## config.mk

```make
export PLATFORM = sky130hd
export DESIGN_NAME = mips_multi_bus
export DESIGN_NICKNAME = d
export VERILOG_FILES = /design/src/rtl/mips_multi_pkg.sv /design/src/rtl/mips_multi_alu.sv /design/src/rtl/mips_multi_bus.sv
export SDC_FILE = /design/constraint.sdc
export NUM_CORES = 2
export LEC_CHECK = 0
export ABC_AREA = 1
export BUFFER_PORTS_ARGS = -buffer_cell sky130_fd_sc_hd__buf_4
export CAP_MARGIN = 25
export CORE_MARGIN = 8
export CORE_UTILIZATION = 50
export CTS_CLUSTER_DIAMETER = 80
export CTS_CLUSTER_SIZE = 24
export DETAILED_ROUTE_END_ITERATION = 16
export PLACE_DENSITY = 0.65
export SYNTH_ARGS = -nofsm -noshare
export SYNTH_HDL_FRONTEND = slang
export SYNTH_SLANG_ARGS = --single-unit
export TNS_END_PERCENT = 5
```

## constraint.sdc

```tcl
create_clock -name clk -period 5.82 [get_ports clk]
set_input_delay 0.291 -clock clk [delete_from_list [all_inputs] [get_ports clk]]
set_output_delay 0.291 -clock clk [all_outputs]
set_load 0.01 [all_outputs]
```

## src/rtl/mips_multi_pkg.sv

```systemverilog
// Shared definitions for the bus-attached multicycle MIPS core: opcodes, ALU ops, FSM states.
// The optional bne decode is controlled by MIPS_MULTI_BNE_EN in mips_multi_bus.
package mips_multi_pkg;

  localparam logic [5:0] OP_RTYPE = 6'h00;
  localparam logic [5:0] OP_J     = 6'h02;
  localparam logic [5:0] OP_BEQ   = 6'h04;
  localparam logic [5:0] OP_BNE   = 6'h05;
  localparam logic [5:0] OP_ADDI  = 6'h08;
  localparam logic [5:0] OP_LW    = 6'h23;
  localparam logic [5:0] OP_SW    = 6'h2B;

  localparam logic [5:0] FN_ADD = 6'h20;
  localparam logic [5:0] FN_SUB = 6'h22;
  localparam logic [5:0] FN_AND = 6'h24;
  localparam logic [5:0] FN_OR  = 6'h25;
  localparam logic [5:0] FN_SLT = 6'h2A;

  typedef enum logic [2:0] {
    ALU_ADD, ALU_SUB, ALU_AND, ALU_OR, ALU_SLT
  } alu_op_e;

  typedef enum logic [3:0] {
    S_IDLE, S_FETCH, S_DECODE, S_EXEC_R, S_ALU_WB, S_MEMADR, S_MEM_RD,
    S_MEM_WB, S_MEM_WR, S_BRANCH, S_JUMP, S_ADDI_EX, S_ADDI_WB, S_TRAP
  } state_e;

  // add/sub wrap silently; slt compares as two's complement
  function automatic logic [31:0] alu_fn(input alu_op_e op, input logic [31:0] a,
                                         input logic [31:0] b);
    logic signed [31:0] sa;
    logic signed [31:0] sb;
    sa = a;
    sb = b;
    case (op)
      ALU_SUB: return a - b;
      ALU_AND: return a & b;
      ALU_OR:  return a | b;
      ALU_SLT: return {31'b0, (sa < sb)};
      default: return a + b;
    endcase
  endfunction

endpackage

```

## src/rtl/mips_multi_alu.sv

```systemverilog
// 32-bit ALU with zero flag used for branch compare.
module mips_multi_alu
  import mips_multi_pkg::*;
(
  input  alu_op_e     op,
  input  logic [31:0] a,
  input  logic [31:0] b,
  output logic [31:0] y,
  output logic        zero
);

  assign y    = alu_fn(op, a, b);
  assign zero = (y == 32'b0);

endmodule

```

## src/rtl/mips_multi_bus.sv

```systemverilog
// Multicycle MIPS-subset core with req/ack memory bus, addi, illegal-opcode trap and retire pulse.
// Define MIPS_MULTI_BNE_EN to decode bne (op 0x05); otherwise it traps as illegal.
module mips_multi_bus
  import mips_multi_pkg::*;
#(
  parameter int                ADDR_W   = 8,
  parameter logic [ADDR_W-1:0] RESET_PC = '0
) (
  input  logic              clk,
  input  logic              rst,
  output logic              mem_req,
  output logic              mem_we,
  output logic [ADDR_W-1:0] mem_addr,
  output logic [31:0]       mem_wdata,
  input  logic [31:0]       mem_rdata,
  input  logic              mem_ack,
  output logic [ADDR_W-1:0] pc,
  output logic              retire,
  output logic              trap
);

  state_e            state_q, state_d;
  logic [ADDR_W-1:0] pc_q, pc_d;
  logic [31:0]       ir_q, ir_d;
  logic [31:0]       a_q, a_d;
  logic [31:0]       b_q, b_d;
  logic [31:0]       alu_out_q, alu_out_d;
  logic [31:0]       mdr_q, mdr_d;
  logic [31:0]       rf_q [32];

  logic [5:0]  opcode, funct;
  logic [4:0]  rs, rt, rd;
  logic [31:0] simm, pc_ext, rs_val, rt_val;
  logic        rf_we;
  logic [4:0]  rf_waddr;
  logic [31:0] rf_wdata;
  alu_op_e     alu_op, r_op;
  logic        r_ok, take;
  logic [31:0] alu_a, alu_b, alu_y;
  logic        alu_zero;

  assign opcode = ir_q[31:26];
  assign rs     = ir_q[25:21];
  assign rt     = ir_q[20:16];
  assign rd     = ir_q[15:11];
  assign funct  = ir_q[5:0];
  assign simm   = {{16{ir_q[15]}}, ir_q[15:0]};
  assign pc_ext = 32'(pc_q);
  assign rs_val = (rs == 5'd0) ? 32'b0 : rf_q[rs];
  assign rt_val = (rt == 5'd0) ? 32'b0 : rf_q[rt];
  assign pc     = pc_q;

  always_comb begin
    r_ok = 1'b1;
    r_op = ALU_ADD;
    case (funct)
      FN_ADD:  r_op = ALU_ADD;
      FN_SUB:  r_op = ALU_SUB;
      FN_AND:  r_op = ALU_AND;
      FN_OR:   r_op = ALU_OR;
      FN_SLT:  r_op = ALU_SLT;
      default: r_ok = 1'b0;
    endcase
  end

  // Shared ALU: PC+1+simm in DECODE, A op B for R-type/branch, A+simm otherwise
  always_comb begin
    alu_op = ALU_ADD;
    alu_a  = a_q;
    alu_b  = simm;
    case (state_q)
      S_DECODE: alu_a = pc_ext;
      S_EXEC_R: begin
        alu_b  = b_q;
        alu_op = r_op;
      end
      S_BRANCH: begin
        alu_b  = b_q;
        alu_op = ALU_SUB;
      end
      default: ;
    endcase
  end

  mips_multi_alu u_alu (
    .op   (alu_op),
    .a    (alu_a),
    .b    (alu_b),
    .y    (alu_y),
    .zero (alu_zero)
  );

`ifdef MIPS_MULTI_BNE_EN
  assign take = (opcode == OP_BNE) ? !alu_zero : alu_zero;
`else
  assign take = alu_zero;
`endif

  always_comb begin
    state_d   = state_q;
    pc_d      = pc_q;
    ir_d      = ir_q;
    a_d       = a_q;
    b_d       = b_q;
    alu_out_d = alu_out_q;
    mdr_d     = mdr_q;
    rf_we     = 1'b0;
    rf_waddr  = rt;
    rf_wdata  = alu_out_q;
    mem_req   = 1'b0;
    mem_we    = 1'b0;
    mem_addr  = '0;
    mem_wdata = 32'b0;
    retire    = 1'b0;
    trap      = 1'b0;
    case (state_q)
      S_IDLE: state_d = S_FETCH;
      S_FETCH: begin
        mem_req  = 1'b1;
        mem_addr = pc_q;
        if (mem_ack) begin
          ir_d    = mem_rdata;
          pc_d    = pc_q + ADDR_W'(1);
          state_d = S_DECODE;
        end
      end
      S_DECODE: begin
        a_d       = rs_val;
        b_d       = rt_val;
        alu_out_d = alu_y;
        case (opcode)
          OP_RTYPE:     state_d = r_ok ? S_EXEC_R : S_TRAP;
          OP_LW, OP_SW: state_d = S_MEMADR;
          OP_BEQ:       state_d = S_BRANCH;
`ifdef MIPS_MULTI_BNE_EN
          OP_BNE:       state_d = S_BRANCH;
`endif
          OP_ADDI:      state_d = S_ADDI_EX;
          OP_J:         state_d = S_JUMP;
          default:      state_d = S_TRAP;
        endcase
      end
      S_EXEC_R: begin
        alu_out_d = alu_y;
        state_d   = S_ALU_WB;
      end
      S_ALU_WB: begin
        rf_we    = 1'b1;
        rf_waddr = rd;
        retire   = 1'b1;
        state_d  = S_FETCH;
      end
      S_MEMADR: begin
        alu_out_d = alu_y;
        state_d   = (opcode == OP_LW) ? S_MEM_RD : S_MEM_WR;
      end
      S_MEM_RD: begin
        mem_req  = 1'b1;
        mem_addr = alu_out_q[ADDR_W-1:0];
        if (mem_ack) begin
          mdr_d   = mem_rdata;
          state_d = S_MEM_WB;
        end
      end
      S_MEM_WB: begin
        rf_we    = 1'b1;
        rf_wdata = mdr_q;
        retire   = 1'b1;
        state_d  = S_FETCH;
      end
      S_MEM_WR: begin
        mem_req   = 1'b1;
        mem_we    = 1'b1;
        mem_addr  = alu_out_q[ADDR_W-1:0];
        mem_wdata = b_q;
        if (mem_ack) begin
          retire  = 1'b1;
          state_d = S_FETCH;
        end
      end
      S_BRANCH: begin
        if (take) pc_d = alu_out_q[ADDR_W-1:0];
        retire  = 1'b1;
        state_d = S_FETCH;
      end
      S_JUMP: begin
        pc_d    = ir_q[ADDR_W-1:0];
        retire  = 1'b1;
        state_d = S_FETCH;
      end
      S_ADDI_EX: begin
        alu_out_d = alu_y;
        state_d   = S_ADDI_WB;
      end
      S_ADDI_WB: begin
        rf_we   = 1'b1;
        retire  = 1'b1;
        state_d = S_FETCH;
      end
      S_TRAP: trap = 1'b1;
      default: state_d = S_IDLE;
    endcase
  end

  always_ff @(posedge clk) begin
    if (rst) begin
      state_q   <= S_IDLE;
      pc_q      <= RESET_PC;
      ir_q      <= 32'b0;
      a_q       <= 32'b0;
      b_q       <= 32'b0;
      alu_out_q <= 32'b0;
      mdr_q     <= 32'b0;
    end else begin
      state_q   <= state_d;
      pc_q      <= pc_d;
      ir_q      <= ir_d;
      a_q       <= a_d;
      b_q       <= b_d;
      alu_out_q <= alu_out_d;
      mdr_q     <= mdr_d;
    end
  end

  // Register file is never cleared; r0 is forced to zero on read
  always_ff @(posedge clk) begin
    if (rf_we && !rst && (rf_waddr != 5'd0)) rf_q[rf_waddr] <= rf_wdata;
  end

endmodule

```

==> flow_summary.yaml <==
floorplanning:
  fp.coreArea_um2: 125000
  die_w_um: 371
  rows: 130
  die_y_um: 371
  dieArea_um2: 138000
  start_util: 0.503
  pin_count: 87
critical_path:
  crit_path_frequent_cell: "nand2_1"
  cpPeakStageDelay_ns: 0.51
  rrSetupSlack_ns: 0.52
  worst-path-buf-inv: 5
  r2r.worst_path.cells: 27
  required_ns: 6.41
  crit_path_max_fanout: 43
  crit-reg2reg-launch: "state_q[2]$_SDFFE_PP0P_"
  critPathKind: "reg2reg"
  path_delay_family: "simple AND/OR/NAND/NOR gates"
  r2r_end: "pc[0]$_SDFFE_PP0P_"
  slowest_stage: "buf_4"
  critPathLaunchType: "register"
  critical_path_arrival_ns: 5.89
  end_kind: "register"
timing:
  slew-limit-headroom: 0.176
  drv_slew: 0
  period_minus_slack_ns: 5.30
  fin_skew_ns: 0.0517
  rsz0062_at_grt: "no"
  totalNegativeSetupSlack_ns: 0
  final-setup-viol-count: 0
  hold_violations: 0
  worst_pin_slew_ns: 1.24
  layout_worst_path_cycle_share: 0.910
  timing.hold.ws_ns: 0.0180
  timing.final.ws_setup_ns: 0.521
  fmax_mhz: 189
grt:
  globalRouteOverflowTotal: 0
  grt_pass1_wl_mm: 330
  antenna_found_initial: 11
  grt_max_degree: 197
  grt_pass1_vias: 50386
  grt_usage: 0.318
clocking:
  clk_pin_slew_ns: 0.10
  cts_buffer_depth: 3
  htreeDepth: 3
  postCtsSetupBuffers: 0
  clk_latency_ns: 0.67
  cts_tree: "yes"
  cts.sinks: 1206
  cts_root_buffer: "clkbuf_16"
  cts_buffers: 67
synthesis:
  synthDistinctLibCells: 49
  avgSynthCellArea_um2: 9.44
  synth_top_cell_area_share: 0.487
  synth_top_area_cell: "edfxtp_1"
  ys_warn_count: 0
  synthFlopType: "edfxtp_1"
  synth_edf_count: 1024
  synth.top_cells.by_area: "edfxtp_1 (49%), nand2_1 (8.6%), dfxtp_1 (5.8%), mux2i_1 (4.1%), o221ai_1 (3.7%)"
  synthesis.area_um2: 63100
  syn_inst: 6687
  ys_seq_area_frac: 0.545
  synth_async_sr_flop_share: 0
  synth_seq_cells: 1206
finish:
  final_area_um2: 68400
  finalNetCount: 6660
  area_delta_synth_final_pct: 8.32
  post-route-util: 0.545
  drive_gt1_frac: 0.0648
  fill_cells: 11010
  stdcell_count: 8221
min_path:
  hold_class: "in2reg"
  min_from: "mem_rdata[17]"
  hold_depth: 3
  whs_endpoint: "mdr_q[17]$_SDFFE_PP0P_"
detailed_routing:
  viasPerCell: 6.58
  routed_wl_mm: 228
  avgRoutedWirePerCell_um: 27.7
  drtAntennaViolNets: 0
  drtPass1Iterations: 9
  post-route-drc-count: 0
  drtIter0Drc: 7824
  vias: 54114
placed_design:
  numPlacedInstances: 8068
  portBuffers: 86
  post_dp_cell_area_um2: 65800
  post-dp-hpwl_mm: 136
  place.gp.congestion: 0.978
  pre_cts_ws_ns: 0.422
status:
  outcome: "complete, no violations"
pwr:
  peakVddDrop_mv: 0.264
  power_mw: 27.6
  p_leak_nw: 23.8
  power_density_nw_per_um2: 404
flow_run:
  maxCapViolCount: 0
state kept, by name, indices dropped and copies added (netlist names), named ones only:
signal and count:
rf_q 1024, a_q 32, pc 8, b_q 32
alu_out_q 32, ir_q 32, state_q 4, mdr_q 32
cells in the mapped netlist (all sizes together) (24+ instances only):
master,instances
nand2,1458
inv,484
clkbuf,444
o21ai,446
nand3,329
a21oi,448
buf,66
o211ai,265
edfxtp,1024
dfxtp,182
nand4,30
mux2i,256
ha,97
o22ai,24
nor2,546
o221ai,265
a32oi,256
report_power, final:
group | switching (mW) | internal (mW)
Sequential | 0.466 | 10.7
Clock | 2.97 | 2.34
Combinational | 8.07 | 3.08
timing repair:
item,CTS,global route
hold buffers,35,0
gates resized for setup,0,1
endpoints found under the hold margin,78,0
endpoints found under the setup margin,0,2
worst reg2reg max path, delay by kind of cell, from the launching register on:
kind,cells,cell delay (ns)
DFF,1,0.45
and+or+nand+nor,21,3.18
buffers and inverters,5,1.26
adders and majority gates,1,0.33
logic make-up after synthesis:
group,count (synthesis),share of synthesized area
simple gates,2406,0.154
flops,1206,0.545
xor+xnor,9,0.00125
buf+inv,997,0.0608
compound gates,1713,0.178
other cells,1,0.0000594
mux,256,0.0406
fa+ha+maj,99,0.0199
routing by layer:
layer	up-vias	track usage	share of wire
met5	-	0	0.00021
met4	8	0.167	0.058
met2	3481	0.486	0.44
li1	23701	-	-
met1	26288	0.426	0.39
met3	636	0.0665	0.11
final cells by class:
class	count	area [um2]	share of cell area
Antenna cell	8	20.0	0.000293
Clock buffer	81	1770	0.0259
Clock inverter	25	292	0.00426
Inverter	487	1850	0.0271
Multi-Input combinational cell	4515	25400	0.371
Sequential cell	1206	34400	0.504
Tap cell	1650	2060	0.0302
Timing Repair Buffer	249	2550	0.0373
placed cells by master (no fill, tap or decap), types with 30 or more instances in the layout:
cell type	netlist	final
o21ai_2	0	30
a32oi_1	256	256
o221ai_1	265	265
a21oi_1	448	448
nand4_1	30	30
nor2_1	539	509
buf_4	1	164
o21ai_0	446	414
dlygate4sd3_1	0	35
buf_12	0	41
clkbuf_16	0	69
mux2i_1	256	256
inv_1	475	468
nand3_1	328	328
conb_1	1	32
nor2_4	3	33
edfxtp_1	1024	1024
nand2_1	1449	1446
ha_1	97	97
o211ai_1	265	265
dfxtp_1	182	172
how the worst max path moves through the flow:
stage / endpoint / slack (ns) / depth (start not counted) / start
6_report: pc[0]$_SDFFE_PP0P_ / 0.52 / 27 / state_q[2]$_SDFFE_PP0P_
3_3_place_gp: pc[0]$_SDFFE_PP0P_ / 0.35 / 28 / state_q[2]$_SDFFE_PP0P_
4_1_cts: pc[0]$_SDFFE_PP0P_ / 0.32 / 28 / state_q[2]$_SDFFE_PP0P_
2_1_floorplan: rf_q[4][0]$_DFFE_PP_ / 0.87 / 8 / state_q[2]$_SDFFE_PP0P_
5_1_grt: pc[6]$_SDFFE_PP0P_ / 0.13 / 27 / state_q[2]$_SDFFE_PP0P_
3_5_place_dp: pc[4]$_SDFFE_PP0P_ / 0.42 / 28 / state_q[2]$_SDFFE_PP0P_
Note: power is estimated with default switching activity, not from simulation.
